--- config.mk ---
export PLATFORM = sky130hd
export DESIGN_NAME = instr_loader
export DESIGN_NICKNAME = d
export VERILOG_FILES = /design/src/rtl/loader_pkg.sv /design/src/rtl/word_assembler.sv /design/src/rtl/instr_loader.sv
export SDC_FILE = /design/constraint.sdc
export NUM_CORES = 1
export LEC_CHECK = 0
export CAP_MARGIN = 20
export CORE_UTILIZATION = 43
export CTS_CLUSTER_SIZE = 14
export DETAILED_ROUTE_END_ITERATION = 16
export PLACE_DENSITY = 0.81
export SLEW_MARGIN = 20
export SYNTH_ARGS = -nofsm -noshare
export SYNTH_HDL_FRONTEND = slang
export SYNTH_SLANG_ARGS = --single-unit
--- constraint.sdc ---
create_clock -name i_clk -period 1.77 [get_ports i_clk]
set_input_delay 0.531 -clock i_clk [delete_from_list [all_inputs] [get_ports i_clk]]
set_output_delay 0.531 -clock i_clk [all_outputs]
set_load 0.005 [all_outputs]
--- src/rtl/loader_pkg.sv ---
// Shared types and constants for the program loader: FSM encoding, HALT marker
// and the byte-per-word packing factor.
package loader_pkg;

  typedef enum logic [2:0] {
    S_IDLE  = 3'd0,
    S_RECV  = 3'd1,
    S_WRITE = 3'd2,
    S_DONE  = 3'd3,
    S_ERR   = 3'd4
  } state_t;

  localparam logic [5:0]  HALT_OPCODE       = 6'b111111;
  localparam logic [31:0] HALT_WORD_DEFAULT = 32'hFFFF_FFFF;
  localparam int          BYTES_PER_WORD    = 4;

endpackage

--- src/rtl/word_assembler.sv ---
// Packs bytes MSB-first into a 32-bit word; last_byte flags that the next
// accepted byte completes the word.
module word_assembler
  import loader_pkg::*;
(
  input  logic        clk,
  input  logic        rst_n,
  input  logic        clear,
  input  logic        shift_en,
  input  logic [7:0]  byte_in,
  output logic [31:0] word,
  output logic        last_byte
);

  logic [1:0]  idx_q;
  logic [31:0] word_q;

  // clear wins over shift so a restart never keeps residue from an old load
  always_ff @(posedge clk or negedge rst_n) begin
    if (!rst_n) begin
      idx_q  <= 2'd0;
      word_q <= 32'd0;
    end else if (clear) begin
      idx_q  <= 2'd0;
      word_q <= 32'd0;
    end else if (shift_en) begin
      idx_q  <= idx_q + 2'd1;
      word_q <= {word_q[23:0], byte_in};
    end
  end

  assign word      = word_q;
  assign last_byte = (idx_q == 2'(BYTES_PER_WORD - 1));

endmodule

--- src/rtl/instr_loader.sv ---
// Program loader: packs a byte stream into 32-bit instruction words and writes
// them to consecutive instruction-memory addresses until HALT or memory full.
module instr_loader
  import loader_pkg::*;
#(
  parameter int          ADDR_W    = 8,
  parameter logic [31:0] HALT_WORD = HALT_WORD_DEFAULT
) (
  input  logic              i_clk,
  input  logic              i_rst_n,
  input  logic              i_start,
  input  logic [7:0]        i_byte,
  input  logic              i_byte_valid,
  output logic              o_byte_ready,
  output logic              o_mem_we,
  output logic [ADDR_W-1:0] o_mem_addr,
  output logic [31:0]       o_mem_data,
  output logic              o_busy,
  output logic              o_done,
  output logic              o_overflow,
  output logic [ADDR_W:0]   o_word_count,
  output logic [2:0]        o_state
);

  // Handshake: a byte transfers on a rising edge where i_byte_valid and
  // o_byte_ready are both high; the source holds i_byte stable until then.

  state_t            state_q, state_d;
  logic [ADDR_W-1:0] addr_q, addr_d;
  logic [ADDR_W:0]   count_q, count_d;
  logic              asm_clear, asm_shift, last_byte;
  logic [31:0]       word;

  word_assembler u_asm (
    .clk       (i_clk),
    .rst_n     (i_rst_n),
    .clear     (asm_clear),
    .shift_en  (asm_shift),
    .byte_in   (i_byte),
    .word      (word),
    .last_byte (last_byte)
  );

  always_ff @(posedge i_clk or negedge i_rst_n) begin
    if (!i_rst_n) begin
      state_q <= S_IDLE;
      addr_q  <= '0;
      count_q <= '0;
    end else begin
      state_q <= state_d;
      addr_q  <= addr_d;
      count_q <= count_d;
    end
  end

  always_comb begin
    state_d   = state_q;
    addr_d    = addr_q;
    count_d   = count_q;
    asm_clear = 1'b0;
    asm_shift = 1'b0;
    case (state_q)
      S_IDLE, S_DONE, S_ERR: begin
        if (i_start) begin
          state_d   = S_RECV;
          addr_d    = '0;
          count_d   = '0;
          asm_clear = 1'b1;
        end
      end
      S_RECV: begin
        if (i_byte_valid) begin
          asm_shift = 1'b1;
          if (last_byte) state_d = S_WRITE;
        end
      end
      S_WRITE: begin
        count_d = count_q + 1'b1;
        // HALT is checked first so a HALT in the top slot still ends as DONE
        if (word == HALT_WORD)            state_d = S_DONE;
        else if (addr_q == {ADDR_W{1'b1}}) state_d = S_ERR;
        else begin
          state_d = S_RECV;
          addr_d  = addr_q + 1'b1;
        end
      end
      default: state_d = S_IDLE;
    endcase
  end

  assign o_byte_ready = (state_q == S_RECV);
  assign o_mem_we     = (state_q == S_WRITE);
  assign o_busy       = (state_q == S_RECV) || (state_q == S_WRITE);
  assign o_done       = (state_q == S_DONE);
  assign o_overflow   = (state_q == S_ERR);
  assign o_mem_addr   = addr_q;
  assign o_mem_data   = word;
  assign o_word_count = count_q;
  assign o_state      = state_q;

endmodule

==> impl_metrics.yaml <==
critical_path:
  cp_num_buf_inv: 3
  crit_slowest_cell: "dfrtp_1"
  end_kind: "output port"
  startpoint_type: "flop"
  crit_fanout: 3
  cp.arrival_ns: 1.48
  crit_required_ns: 1.24
  setup.worst_path.class: "reg2out"
  cp_top_family: "simple AND/OR/NAND/NOR gates"
  path_cells: "buf_4 -> or3b_4 -> inv_4 -> or2_4 -> buf_6"
  cpPeakStageDelay_ns: 0.39
logic_synthesis:
  synth_cells: 281
  ys_ff_latch: 54
  ys.flop_type: "dfrtp_1"
  synth_seq_area_share_pct: 52.9
  syn_area_um2: 2560
  ys_types: 41
  yosys_warnings: 0
  synth-edff-count: 0
  avgSynthCellArea_um2: 9.10
  synth_nets: 296
  synth_async_sr_flop_share_pct: 100
sta:
  setup_ws_ns: -0.237
  grt_setup_unrepaired: "yes"
  slew_viol_final: 0
  setup-violations-final: 8
  max_slew.worst_pin.slew_ns: 0.405
  max_freq_mhz: 498
  maxSlewHeadroom_pct: 72.9
  period_share_pct: 113
  finalHoldViolCount: 0
  period_minus_slack_ns: 2.01
  skew_ns: 0.00747
floorplan:
  io_pins: 69
  start_util_pct: 45.6
  chipWidth_um: 79.1
  rows: 27
  die_y_um: 79.1
  die_area_um2: 6260
  core_um2: 5610
global_routing:
  grt_max_degree: 55
  antenna_found_initial: 0
  grt_pass1_vias: 2526
  grt_overflow: 0
  grt_pass1_wl_um: 12000
  track_usage_pct: 24.6
detailed_routing:
  wl_um: 8940
  drtIter0Drc: 217
  wl_per_cell_um: 18.2
  vias: 2854
  ant_nets: 0
  drc_errors: 0
  drt_pre_antenna_iters: 5
  viasPerCell: 5.81
placed_design:
  routabilityCongestion: 0.809
  dp_slack_ns: -0.224
  port_buffers: 68
  dp.cells: 441
  hpwl_um: 4780
finish:
  stdcell_count: 491
  layout_commonest_cell: "nand2_1"
  fillers: 413
  drive_gt1_share_pct: 28.6
  ff_latch_area_um2: 1350
  area_growth_pct: 61.8
  final_cell_mix: "nand2_1, buf_4, dfrtp_1, a21oi_1, clkdlybuf4s50_1"
  nets: 434
  antenna_cells: 0
  multi_input_area_um2: 1240
power_and_ir_drop:
  power.leakage_nw: 2.18
  peakVddDrop_uv: 779
  power_density_nw_per_um2: 1270
worst_hold_path:
  min_path_type: "in2async"
run:
  maxCapViolCount: 0
cts:
  clk_pin_slew_ns: 0.10
  cts_root_buffer: "clkbuf_8"
  clk-insertion-delay-late_ns: 0.31
  ctsHoldBuffers: 0
  cts_tree: "yes"
  clock_sinks: 54
  h-tree-depth: 2
  numCtsBuffers: 5
  clockBufferDepth: 2
outcome:
  status: "finished, violations left"
  violations: "setup timing"
[kinds of logic after synthesis]
| logic type | after synthesis | share of synthesized area [%] |
|---|---|---|
| xor+xnor | 1 | 0.343 |
| simple gates | 133 | 24.6 |
| buf+inv | 19 | 4.11 |
| mux | 1 | 0.440 |
| compound gates | 70 | 16.2 |
| fa+ha+maj | 3 | 1.47 |
| flops | 54 | 52.9 |
[area by class of cell]
| class | count | share of cell area [%] |
|---|---|---|
| Sequential cell | 54 | 32.7 |
| Timing Repair Buffer | 145 | 32.7 |
| Multi-Input combinational cell | 208 | 29.9 |
| Tap cell | 72 | 2.18 |
| Clock buffer | 5 | 1.66 |
| Inverter | 5 | 0.514 |
| Clock inverter | 2 | 0.363 |
[metrics by stage]
| stage | total power [mW] | setup TNS, ns | cell area [um2] | utilization [%] | hold slack [ns] |
|---|---|---|---|---|---|
| 6_report | 5.25 | -0.608 | 4140 | 73.7 | 0.194 |
| 5_1_grt | 5.50 | -1.31 | 4140 | 73.7 | 0.209 |
| 4_1_cts | 4.88 | -0.651 | 3880 | 69.1 | 0.210 |
| 3_5_place_dp | 4.05 | -0.905 | 3540 | 63.2 | 0.501 |
| 3_3_place_gp | 3.97 | -0.587 | 3540 | 63.2 | 0.479 |
| 2_1_floorplan | 2.68 | 0 | 2570 | - | 0.235 |
[worst reg2reg max path, cell delays in order (launching register included)]
cell,delay (ns)
dfrtp_1,0.40
buf_4,0.15
nand4_1,0.18
nor4_4,0.30
buf_4,0.19
a21o_4,0.16
nor2_4,0.06
mux2_2,0.28
[metal layers]
metal | vias up | share of wire (%) | track usage (%)
li1 | 1243 | - | -
met1 | 1391 | 38 | 32.0
met2 | 174 | 51 | 42.0
met3 | 46 | 7.0 | 4.25
met4 | 0 | 4.2 | 7.09
met5 | - | 0 | 0
[flip-flops by register name, summed over array words and instances, names as in the netlist]
signal,cells
o_state,3
o_word_count,9
o_mem_addr,8
u_asm.idx_q,2
u_asm.word,32
[synthesized netlist by cell type, types with 4 or more instances]
master | count | area (um2)
a31oi_1 | 4 | 25.0
dfrtp_1 | 54 | 1350
clkbuf_1 | 4 | 15.0
nor2_1 | 12 | 45.0
inv_1 | 4 | 15.0
a21oi_1 | 35 | 175
nand2_1 | 82 | 308
nor3_1 | 4 | 20.0
o21ai_0 | 17 | 85.1
and3_1 | 7 | 43.8
nand3_1 | 6 | 30.0
nand4_1 | 10 | 62.6
[path summary, 6_finish.rpt]
path	from	endpoint	slack, ns	cells after the start
min reg2reg	o_word_count[3]	o_word_count[3]	0.51	1
max reg2reg	u_asm.word[11]	o_mem_addr[0]	-0.05	7
max in group asynchronous	i_rst_n	u_asm.word[11]	1.32	2
min in group i_clk	o_word_count[3]	o_word_count[3]	0.51	1
max	o_state[2]	o_busy	-0.24	5
min	i_rst_n	o_mem_addr[0]	0.19	2
[repair_timing]
action,in CTS,in global routing
endpoints found under the setup margin,39,72
gates cloned,0,2
resized for setup,56,38
pin swaps,4,8
buffers inserted,32,11
[power breakdown]
| part | switching, mW | internal, mW | total (mW) | leakage [nW] |
|---|---|---|---|---|
| combinational | 1.22 | 1.48 | 2.70 | 1.42 |
| sequential | 0.269 | 1.59 | 1.86 | 0.723 |
| clock | 0.418 | 0.271 | 0.689 | 0.0362 |
Power figures use the tool's default switching activity.
